===== config.mk =====
export PLATFORM = sky130hd
export DESIGN_NAME = enigma_rotor_stage
export DESIGN_NICKNAME = d
export VERILOG_FILES = /design/src/rtl/enigma_pkg.sv /design/src/rtl/enigma_rotor_map.sv /design/src/rtl/enigma_rotor_stage.sv
export SDC_FILE = /design/constraint.sdc
export NUM_CORES = 1
export LEC_CHECK = 0
export ABC_AREA = 1
export CORE_AREA = 2 2 98 100
export CTS_BUF_LIST = sky130_fd_sc_hd__clkbuf_4
export CTS_CLUSTER_DIAMETER = 150
export CTS_CLUSTER_SIZE = 14
export DETAILED_ROUTE_END_ITERATION = 8
export DIE_AREA = 0 0 100 102
export HOLD_SLACK_MARGIN = 0.12
export PLACE_DENSITY = 0.64
export REMOVE_ABC_BUFFERS = 1
export SLEW_MARGIN = 5
export SYNTH_ARGS = -nofsm -noshare
export SYNTH_HDL_FRONTEND = slang
export SYNTH_SLANG_ARGS = --single-unit

===== constraint.sdc =====
create_clock -name clk -period 9.36 [get_ports clk]
set_input_delay 0.936 -clock clk [delete_from_list [all_inputs] [get_ports clk]]
set_output_delay 0.936 -clock clk [all_outputs]
set_load 0.02 [all_outputs]

===== src/rtl/enigma_pkg.sv =====
// Shared constants, rotor tables and modular helpers for the Enigma rotor stages.
package enigma_pkg;

    localparam int ALPHA      = 26;
    localparam int W          = 5;
    localparam int NUM_ROTORS = 5;

    typedef logic [W-1:0]       letter_t;
    typedef logic [ALPHA*W-1:0] table_t;   // entry i lives at [W*i +: W]

    typedef enum logic {
        DIR_FWD = 1'b0,
        DIR_REV = 1'b1
    } dir_e;

    // Historical wirings of rotors I..V, letter A first (in the MSBs).
    localparam logic [ALPHA*8-1:0] WIRING_STR [1:NUM_ROTORS] = '{
        "EKMFLGDQVZNTOWYHXUSPAIBRCJ",
        "AJDKSIRUXBLHWTMCQGZNPYFVOE",
        "BDFHJLCPRTXVZNYEIWGAKMUSQO",
        "ESOVPZJAYQUIRHXLNFTGKDCMWB",
        "VZBRGITYUPSDNHLWMQCFAJKOEX"
    };

    // Turnover happens when stepping away from this position (Q, E, V, J, Z).
    localparam int NOTCH [1:NUM_ROTORS] = '{16, 4, 21, 9, 25};

    // Builds the packed forward table, or its inverse, from the wiring string.
    function automatic table_t rotor_table(input int id, input dir_e dir);
        table_t     t;
        logic [7:0] c;
        int         o;
        t = '0;
        for (int i = 0; i < ALPHA; i++) begin
            c = WIRING_STR[id][8*(ALPHA-1-i) +: 8];
            o = int'(c) - 65;
            if (dir == DIR_FWD)
                t[W*i +: W] = W'(o);
            else
                t[W*o +: W] = W'(i);
        end
        return t;
    endfunction

    localparam table_t WIRING [1:NUM_ROTORS] = '{
        rotor_table(1, DIR_FWD), rotor_table(2, DIR_FWD), rotor_table(3, DIR_FWD),
        rotor_table(4, DIR_FWD), rotor_table(5, DIR_FWD)
    };

    localparam table_t INV_WIRING [1:NUM_ROTORS] = '{
        rotor_table(1, DIR_REV), rotor_table(2, DIR_REV), rotor_table(3, DIR_REV),
        rotor_table(4, DIR_REV), rotor_table(5, DIR_REV)
    };

    // (a + b) mod ALPHA for a, b < ALPHA; one conditional subtract suffices.
    function automatic letter_t mod_add(input letter_t a, input letter_t b);
        logic [W:0] s;
        s = {1'b0, a} + {1'b0, b};
        if (s >= (W+1)'(ALPHA))
            s = s - (W+1)'(ALPHA);
        return s[W-1:0];
    endfunction

    // (a - b) mod ALPHA; ALPHA is added first so the intermediate never goes negative.
    function automatic letter_t mod_sub(input letter_t a, input letter_t b);
        logic [W:0] s;
        s = {1'b0, a} + (W+1)'(ALPHA) - {1'b0, b};
        if (s >= (W+1)'(ALPHA))
            s = s - (W+1)'(ALPHA);
        return s[W-1:0];
    endfunction

endpackage


===== src/rtl/enigma_rotor_map.sv =====
// Combinational rotor substitution: shift into rotor frame, look up, shift back.
module enigma_rotor_map
    import enigma_pkg::*;
#(
    parameter int   ROTOR_ID = 1,
    parameter dir_e DIR      = DIR_FWD
) (
    input  letter_t x,
    input  letter_t position,
    input  letter_t ring,
    output letter_t y
);

    localparam table_t TABLE = (DIR == DIR_FWD) ? WIRING[ROTOR_ID] : INV_WIRING[ROTOR_ID];

    letter_t k;
    letter_t t;

    // Contact offset is position minus ring setting, applied on entry and removed on exit.
    always_comb begin
        k = mod_sub(mod_add(x, position), ring);
        t = TABLE[int'(k)*W +: W];
        y = mod_add(mod_sub(t, position), ring);
    end

endmodule


===== src/rtl/enigma_rotor_stage.sv =====
// One clocked Enigma rotor: position register with notch carry, registered
// forward/reverse substitution paths and a sticky error flag.
module enigma_rotor_stage #(
    parameter int ALPHA    = 26,
    parameter int W        = 5,
    parameter int ROTOR_ID = 1
) (
    input  logic         clk,
    input  logic         rst,
    input  logic         load,
    input  logic [W-1:0] pos_load,
    input  logic [W-1:0] ring,
    input  logic         step_in,
    output logic         step_out,
    output logic [W-1:0] position,
    input  logic         fwd_valid_in,
    input  logic [W-1:0] fwd_in,
    output logic         fwd_valid,
    output logic [W-1:0] fwd_out,
    input  logic         rev_valid_in,
    input  logic [W-1:0] rev_in,
    output logic         rev_valid,
    output logic [W-1:0] rev_out,
    output logic         err,
    output logic         done_out
);

    import enigma_pkg::*;

    localparam logic [W-1:0] NOTCH_POS = W'(NOTCH[ROTOR_ID]);
    localparam logic [W-1:0] LAST_POS  = W'(ALPHA - 1);
    localparam logic [W:0]   ALPHA_W   = (W+1)'(ALPHA);

    logic [W-1:0] position_reg, position_next;
    logic         err_reg, err_next;
    logic         fwd_valid_reg, rev_valid_reg;
    logic [W-1:0] fwd_out_reg, rev_out_reg;

    logic         fwd_ok, rev_ok, pos_ok;
    logic [W-1:0] map_x [2];
    logic [W-1:0] map_y [2];

    assign fwd_ok = {1'b0, fwd_in}   < ALPHA_W;
    assign rev_ok = {1'b0, rev_in}   < ALPHA_W;
    assign pos_ok = {1'b0, pos_load} < ALPHA_W;

    // Out-of-range letters are forced to 0 so the lookup never leaves the table.
    assign map_x[0] = fwd_ok ? fwd_in : '0;
    assign map_x[1] = rev_ok ? rev_in : '0;

    // Both directions see the pre-step position held in the register this cycle.
    generate
        for (genvar gi = 0; gi < 2; gi++) begin : g_map
            enigma_rotor_map #(
                .ROTOR_ID (ROTOR_ID),
                .DIR      ((gi == 0) ? DIR_FWD : DIR_REV)
            ) u_map (
                .x        (map_x[gi]),
                .position (position_reg),
                .ring     (ring),
                .y        (map_y[gi])
            );
        end
    endgenerate

    // Turnover carry leaves in the same cycle as the step that moves off the notch.
    assign step_out = step_in & ~load & (position_reg == NOTCH_POS);

    // Next position: load wins over step; bad load values fall back to 0.
    always_comb begin
        position_next = position_reg;
        if (load)
            position_next = pos_ok ? pos_load : '0;
        else if (step_in)
            position_next = (position_reg == LAST_POS) ? '0 : position_reg + 1'b1;
        err_next = err_reg
                 | (fwd_valid_in & ~fwd_ok)
                 | (rev_valid_in & ~rev_ok)
                 | (load & ~pos_ok);
    end

    // Position register and sticky error flag.
    always_ff @(posedge clk) begin
        if (rst) begin
            position_reg <= '0;
            err_reg      <= 1'b0;
        end else begin
            position_reg <= position_next;
            err_reg      <= err_next;
        end
    end

    // Forward path output register; data holds between valid beats.
    always_ff @(posedge clk) begin
        if (rst) begin
            fwd_valid_reg <= 1'b0;
            fwd_out_reg   <= '0;
        end else begin
            fwd_valid_reg <= fwd_valid_in;
            if (fwd_valid_in)
                fwd_out_reg <= fwd_ok ? map_y[0] : '0;
        end
    end

    // Reverse path output register; data holds between valid beats.
    always_ff @(posedge clk) begin
        if (rst) begin
            rev_valid_reg <= 1'b0;
            rev_out_reg   <= '0;
        end else begin
            rev_valid_reg <= rev_valid_in;
            if (rev_valid_in)
                rev_out_reg <= rev_ok ? map_y[1] : '0;
        end
    end

    assign position  = position_reg;
    assign err       = err_reg;
    assign fwd_valid = fwd_valid_reg;
    assign fwd_out   = fwd_out_reg;
    assign rev_valid = rev_valid_reg;
    assign rev_out   = rev_out_reg;
    assign done_out  = fwd_valid_reg & rev_valid_reg;

endmodule


# Word-level counts from Yosys, hierarchy flattened
# Index checks and enable logic that the tools add are counted.
# totals
register_bits,18
out_inout_bits,20
input_bits,26
elab_cells,74
# op_classes
addsub,21
n_mux,16
reduce_logical,1
eq_ne,2
n_mul,2
n_lt_le_gt_ge,11
shifts,2
bitwise_logic,13
# ops
operator,count
indexed part select 130 x 32 -> 5 bit (first input constant),2
two-way mux 5 bit,16
greater-or-equal comparator 6 x 5 -> 1 bit (second input constant),8
subtractor 5 bit (second input constant),8
adder 5 x 5 -> 6 bit,4
adder 5 x 5 -> 6 bit (second input constant),4
subtractor 6 x 5 -> 6 bit,4
multiplier 5 x 3 -> 8 bit (second input constant),2
less-than comparator 5 bit (second input constant),3
equality test 5 bit (second input constant),2
AND 1 bit,6
adder 5 x 1 -> 5 bit (second input constant),1
NOT 1 bit,4
bitwise OR 1 bit,3
nonzero test 2 bit,1

# Longest topological paths before layout
# Gate-level depths: netlist of run 1.
# logic_depth
depth_word,19
depth_mapped,56
depth_no_buf,56

# Hierarchy
# Synthesis of run 1 repeated with hierarchy kept, for this count alone.
# hier_totals
cells_unflattened,683
area_unflattened_um2,4292.9
# modules_own_cells
mod,n_inst,seq_area_each_um2,cells_per_inst,area_each_um2
enigma_rotor_map at g_map[0].u_map,1,0.0,266,1669.1
enigma_rotor_map at g_map[1].u_map,1,0.0,252,1592.8
enigma_rotor_stage,1,360.3,165,1031.0

# Least setup slack after synthesis of run 1
# OpenSTA, ideal clock, no wires.
# synth_path
kind,input port to flip-flop
from,input port rev_in[1]
to,"register rev_out_reg[3], in the netlist rev_out[3]"
path_slack_ns,1.108
arrival_time_ns,8.120
setup_time_ns,0.132
required_time_ns,9.228
path_buffers,0
cell_stages,43
cell_sequence,inv_1 > a211oi_1 > nor2_1 > ha_1 > fa_1 > xor2_1 > o211ai_1 > o21a_1 > xor2_1 > ha_1 > inv_1 > ha_1 > fa_1 > inv_1 > nor2_2 > nand3_2 > nand3_4 > nand2_1 > (+7 left out) > ha_1 > fa_1 > xnor2_1 > nor2_1 > nand2_1 > nand2_1 > nand2_1 > nand2_1 > xor2_1 > inv_1 > fa_1 > o21ai_0 > xor2_1 > nand4_1 > nand2_1 > nand2_1 > nand3_1 > a21oi_1
# synth_between
elab_chain_cells,19
word_cells_on_any_way,23
classes_between,add/sub: 10; mul: 1; order compare: 5; shift: 1; mux: 6
# synth_rtl
element,line_no,source
start: declaration,enigma_rotor_stage.sv:21,"input logic [W-1:0] rev_in,"
less-than comparator 5 bit,enigma_rotor_stage.sv:44,"assign rev_ok = {1'b0, rev_in} < ALPHA_W;"
two-way mux 5 bit,enigma_rotor_stage.sv:49,assign map_x[1] = rev_ok ? rev_in : '0;
adder 5 x 5 -> 6 bit,enigma_pkg.sv:58,"s = {1'b0, a} + {1'b0, b};"
subtractor 5 bit / greater-or-equal comparator 6 x 5 -> 1 bit (equally long branches),"enigma_pkg.sv:60, enigma_pkg.sv:59",
two-way mux 5 bit,enigma_pkg.sv:59,if (s >= (W+1)'(ALPHA))
adder 5 x 5 -> 6 bit,enigma_pkg.sv:67,"s = {1'b0, a} + (W+1)'(ALPHA) - {1'b0, b};"
subtractor 6 x 5 -> 6 bit,enigma_pkg.sv:67,
subtractor 5 bit / greater-or-equal comparator 6 x 5 -> 1 bit (equally long branches),"enigma_pkg.sv:69, enigma_pkg.sv:68",
(+3 left out),--,
adder 5 x 5 -> 6 bit,enigma_pkg.sv:67,
subtractor 6 x 5 -> 6 bit,enigma_pkg.sv:67,
subtractor 5 bit / greater-or-equal comparator 6 x 5 -> 1 bit (equally long branches),"enigma_pkg.sv:69, enigma_pkg.sv:68",
two-way mux 5 bit,enigma_pkg.sv:68,if (s >= (W+1)'(ALPHA))
adder 5 x 5 -> 6 bit,enigma_pkg.sv:58,
subtractor 5 bit / greater-or-equal comparator 6 x 5 -> 1 bit (equally long branches),"enigma_pkg.sv:60, enigma_pkg.sv:59",
two-way mux 5 bit,enigma_pkg.sv:59,
two-way mux 5 bit (*),enigma_rotor_stage.sv:113,rev_out_reg <= rev_ok ? map_y[1] : '0;
end signal: assignment,enigma_rotor_stage.sv:113,
end: declaration,enigma_rotor_stage.sv:37,"logic [W-1:0] fwd_out_reg, rev_out_reg;"
# Mark *: on every way between the ends. The rest lies on a longest branch, timed or not.
# A chain may end at the register's enable or synchronous reset.

# Worst setup path after layout of run 1
# Same ends and word-level chain as after synthesis.

==> results.ini, run 1 <==
[timing]
fin_ws_ns = 0.637
period_share = 0.932
slew_violations = 0
maxSlewHeadroom = 0.565
finalCriticalPeriod_ns = 8.72
worst_slew_pin_slew_ns = 0.651
setup_viol = 0
finClkSkew_ns = 0.00902
hold_violations = 0
max_freq_mhz = 115

[grt]
grt_max_degree = 19
track_usage = 0.188
grt.overflow.total = 0
antenna_found_initial = 0
grt_pass1_wl_um = 16100
grt_pass1_vias = 3722

[die]
rows = 35
die_h_um = 102
fp.dieW_um = 100
ios = 46
start_util = 0.438
design.die.area_um2 = 10200
core_area_um2 = 9110

[synth]
synth.most_common_cell = nand2_1
syn_avg_cell_area_um2 = 6.54
synth_flop_cell = dfxtp_1
synth_seq_area_share = 0.0903
ys_ff_latch = 18
yosys_warnings = 0
synthCells = 610
post-synth-top-area-fraction = 0.257
synth_edf_count = 0
synth_area_leaders = ha_1 26%, nand2_1 13%, inv_1 10%
synthesis.area_um2 = 3990
ys_async_sr_fraction = 0
yosys-top-cells-count = 143 x nand2_1, 106 x inv_1, 82 x ha_1, 67 x nand3_1, 36 x nor2_1
yosys.area.top_type = ha_1
synth.distinct_cells = 34

[final_layout]
drive_above_1_share = 0.0961
area_growth_pct = 19.3
nets = 783
instances_no_fill = 777
design_area_um2 = 4760
antenna_cells = 0

[clocking]
numCtsBuffers = 3
clock_sinks = 18
cts_tree = yes
ctsHtreeMaxLevel = 1
clkTransAtPathRegs_ns = 0.10
cts_buffer_depth = 2
cts_root_buffer = clkbuf_4
clock_latency_ns = 0.30
cts_hold_buf = 0

[routing]
drtAntennaViolNets = 0
post_drt_wl_per_cell_um = 12.5
via_per_inst = 5.16
drc_errors = 0
vias = 4012
dr.pass1.iters = 5
wirelength_um = 9740
first_iter_violations = 194

[critical_path]
rr_startpoint = position[0]
cpPeakStageDelay_ns = 0.56
path_class = in2reg
reg2reg_to = fwd_out[1]
reg2reg_depth = 47
crit_path_frequent_cell = nand2_1
cp.required_ns = 9.52
endpoint = rev_out[3]
critPathArrivalTime_ns = 8.88
r2r_setup_slack_ns = 1.50
critPathLaunch = rev_in[1]
crit_slowest_cell = fa_1
end_kind = flop
cp_max_fo = 5
crit_path_start_kind = input port

[status]
status = complete, no violations

[min_path]
hold_path_class = reg2reg
hp-start = rev_out[1]

[place]
preCtsSetupSlack_ns = 0.0245
gp_congestion = 0.841
dp_cells = 764
dpl_cell_area_um2 = 4560
place_hpwl_um = 7930
port_buffers = 45

[run]
cap_viol_max_count = 0

## per-stage QoR
step | TNS, ns | hold slack, ns | utilization
finish | 0 | 0.476 | 0.522
global route | -0.0513 | 0.503 | 0.522
CTS | 0 | 0.479 | 0.503
detailed placement | 0 | 0.463 | 0.501
global placement | 0 | 0.454 | 0.501
floorplan | 0 | 0.536 | -
## metal layers
metal	GRT usage	wire, um	up-vias
met4	0.0285	104	0
met2	0.353	4700	108
met3	0.0103	478	14
li1	-	-	2088
met1	0.243	4460	1802
met5	0	0	-
## kinds of logic (layout without fill, tap and decap cells)
family,count (synthesis),count (layout),synth area share
xor gates and xnor gates,34,34,0.0765
AOI/OAI and AO/OA,77,77,0.113
and+or+nand+nor,276,276,0.309
buffers and inverters,115,171,0.114
adders and majority gates,90,90,0.297
DFF,18,18,0.0903
## worst max-delay path, delay by kind of cell
family	cells	cell delay (ns)
buffers and inverters	7	0.92
adder cells (fa/ha/maj)	10	3.16
AO/OA/AOI/OAI	7	1.03
AND/OR/NAND/NOR	17	1.83
XOR/XNOR	5	1.01
## area by class of cell
type,instances,area (um2)
tap,111,139
fill,911,4350
clock inverter,1,3.75
timing repair buffer,57,541
clock buffer,3,22.5
multi-input combinational,477,3280
sequential,18,360
inverter,110,413
## placed cells by master (no fill, tap or decap), types with 2 or more instances in the layout
cell type and instances:
nor2_2 3, nand3b_1 3, xnor2_1 11, a21oi_1 31
a21oi_2 4, a32o_1 2, nand2_1 139, clkbuf_4 3
fa_2 2, xor2_1 16, o21ai_0 17, clkdlybuf4s50_1 45
nand3_4 2, or2_2 2, ha_1 80, fa_1 6
nand3_2 2, nand3_1 67, xnor2_2 4, nor3_1 2
nor2_1 35, buf_4 12, dfxtp_1 18, o211ai_1 8
xor2_2 2, nand2_2 14, a31oi_1 2, inv_2 6
inv_1 104, o21ai_1 6, nand4_1 6, o21a_1 2
## how the worst min path moves through the flow
stage / to / cells after the start
after floorplan: fwd_out[0] / 2
after global placement: fwd_out[1] / 2
after detailed placement: rev_out[4] / 2
after CTS: rev_out[4] / 2
after global routing: rev_out[0] / 2
final: rev_out[1] / 2
## repair_timing
item | in CTS | in global routing
hold endpoints to repair | 0 | 0
setup endpoints to repair | 0 | 8
setup buffers | 0 | 9
gates resized for setup | 0 | 24
Power of run 1 is not shown: default switching activity piles up to over one toggle a cycle in this logic, so the estimate is an artifact.
==> inputs of run 2 (changes only) <==
Settings changed: DONT_BUFFER_PORTS set to 1, PLACE_DENSITY 0.64 to 0.57.
==> results.ini, run 2 (synthesis results as in run 1) <==
[status]
status = complete, no violations

[final_layout]
final_cell_mix = 143 x nand2_1, 105 x inv_1, 82 x ha_1
area_growth_pct = 3.61
layout_commonest_cell = nand2_1
drive_above_1_share = 0.0573
antenna_cells = 0
nets = 728

[clocking]
clock_latency_ns = 0.29
cts_resized = 0
cts_hold_buf = 0
numCtsBuffers = 3
ctsHtreeMaxLevel = 1
cts_root_buffer = clkbuf_4
cts_buffer_depth = 2
post-cts-setup-buffers = 0
cts_tree = yes
clkTransAtPathRegs_ns = 0.10
clock_sinks = 18

[critical_path]
path_class = in2reg
crit_path_start_kind = input port
cpPeakStageDelay_ns = 0.57
end_kind = flop
crit_slowest_cell = fa_1
reg2reg_depth = 48
crit_path_frequent_cell = nand2_1
cp.required_ns = 9.55
critPathArrivalTime_ns = 8.68
cp_max_fo = 6

[routing]
via_per_inst = 5.12
drtAntennaViolNets = 0
first_iter_violations = 84
drc_errors = 0
vias = 3698
post_drt_wl_per_cell_um = 13.1
wirelength_um = 9440
dr.pass1.iters = 4

[timing]
period_share = 0.907
finalCriticalPeriod_ns = 8.49
max_freq_mhz = 118
fin_tns_setup_ns = 0
worst_slew_pin_slew_ns = 0.780
finClkSkew_ns = 0.00729
maxSlewHeadroom = 0.479
hold_violations = 0
setup_viol = 0
slew_violations = 0
rsz0062_at_grt = false

[die]
start_util = 0.438
design.die.area_um2 = 10200
core_area_um2 = 9110
die_h_um = 102
rows = 35
ios = 46
fp.dieW_um = 100

[grt]
grt.overflow.total = 0
antenna_found_initial = 0
grt_pass1_vias = 3366
grt_max_degree = 19
track_usage = 0.187
grt_pass1_wl_um = 15900

[min_path]
min_path_cells = 2
hold_path_class = reg2reg

[run]
cap_viol_max_count = 0

[place]
gp_congestion = 0.863
place_hpwl_um = 7980
port_buffers = 0

==> run 2: path summary, 6_finish.rpt <==
kind         slack, ns         end        start
min               0.56  fwd_out[3]   fwd_out[3]
min reg2reg       0.56  fwd_out[3]   fwd_out[3]
max               0.87  rev_out[3]    rev_in[1]
max reg2reg       1.14  rev_out[3]  position[0]
==> run 2: final cells by class <==
| type | instances | area [um2] |
|---|---|---|
| fill | 978 | 4980 |
| multi-input combinational | 477 | 3180 |
| inverter | 110 | 413 |
| sequential | 18 | 360 |
| tap | 111 | 139 |
| clock buffer | 3 | 22.5 |
| timing repair buffer | 2 | 15.0 |
| clock inverter | 1 | 3.75 |
==> run 2: layer usage <==
layer | global-route usage | wire, um | up-vias
li1 | - | - | 1990
met1 | 0.261 | 4690 | 1649
met2 | 0.331 | 4330 | 59
met3 | 0.0144 | 423 | 0
met4 | 0.0116 | 0 | 0
met5 | 0 | 0 | -
==> run 2: worst max-delay path, delay by kind of cell <==
kind / cells / cell delay [ns]
compound gates: 6 / 1.03
xor+xnor: 5 / 1.02
fa+ha+maj: 9 / 2.75
buf+inv: 10 / 0.80
simple gates: 22 / 2.15
==> run 2: per-stage QoR <==
step                 util  hold WS (ns)  setup WS, ns  std cells  area (um2)
finish              0.454         0.562         0.874        722        4130
floorplan               -         0.536          1.12        605        3950
global route        0.454         0.591        0.0330        722        4130
detailed placement  0.450         0.551         0.437        718        4100
CTS                 0.453         0.565         0.722        722        4130
global placement    0.450         0.552         0.481        718        4100
Power of run 2 is left out for the same reason.
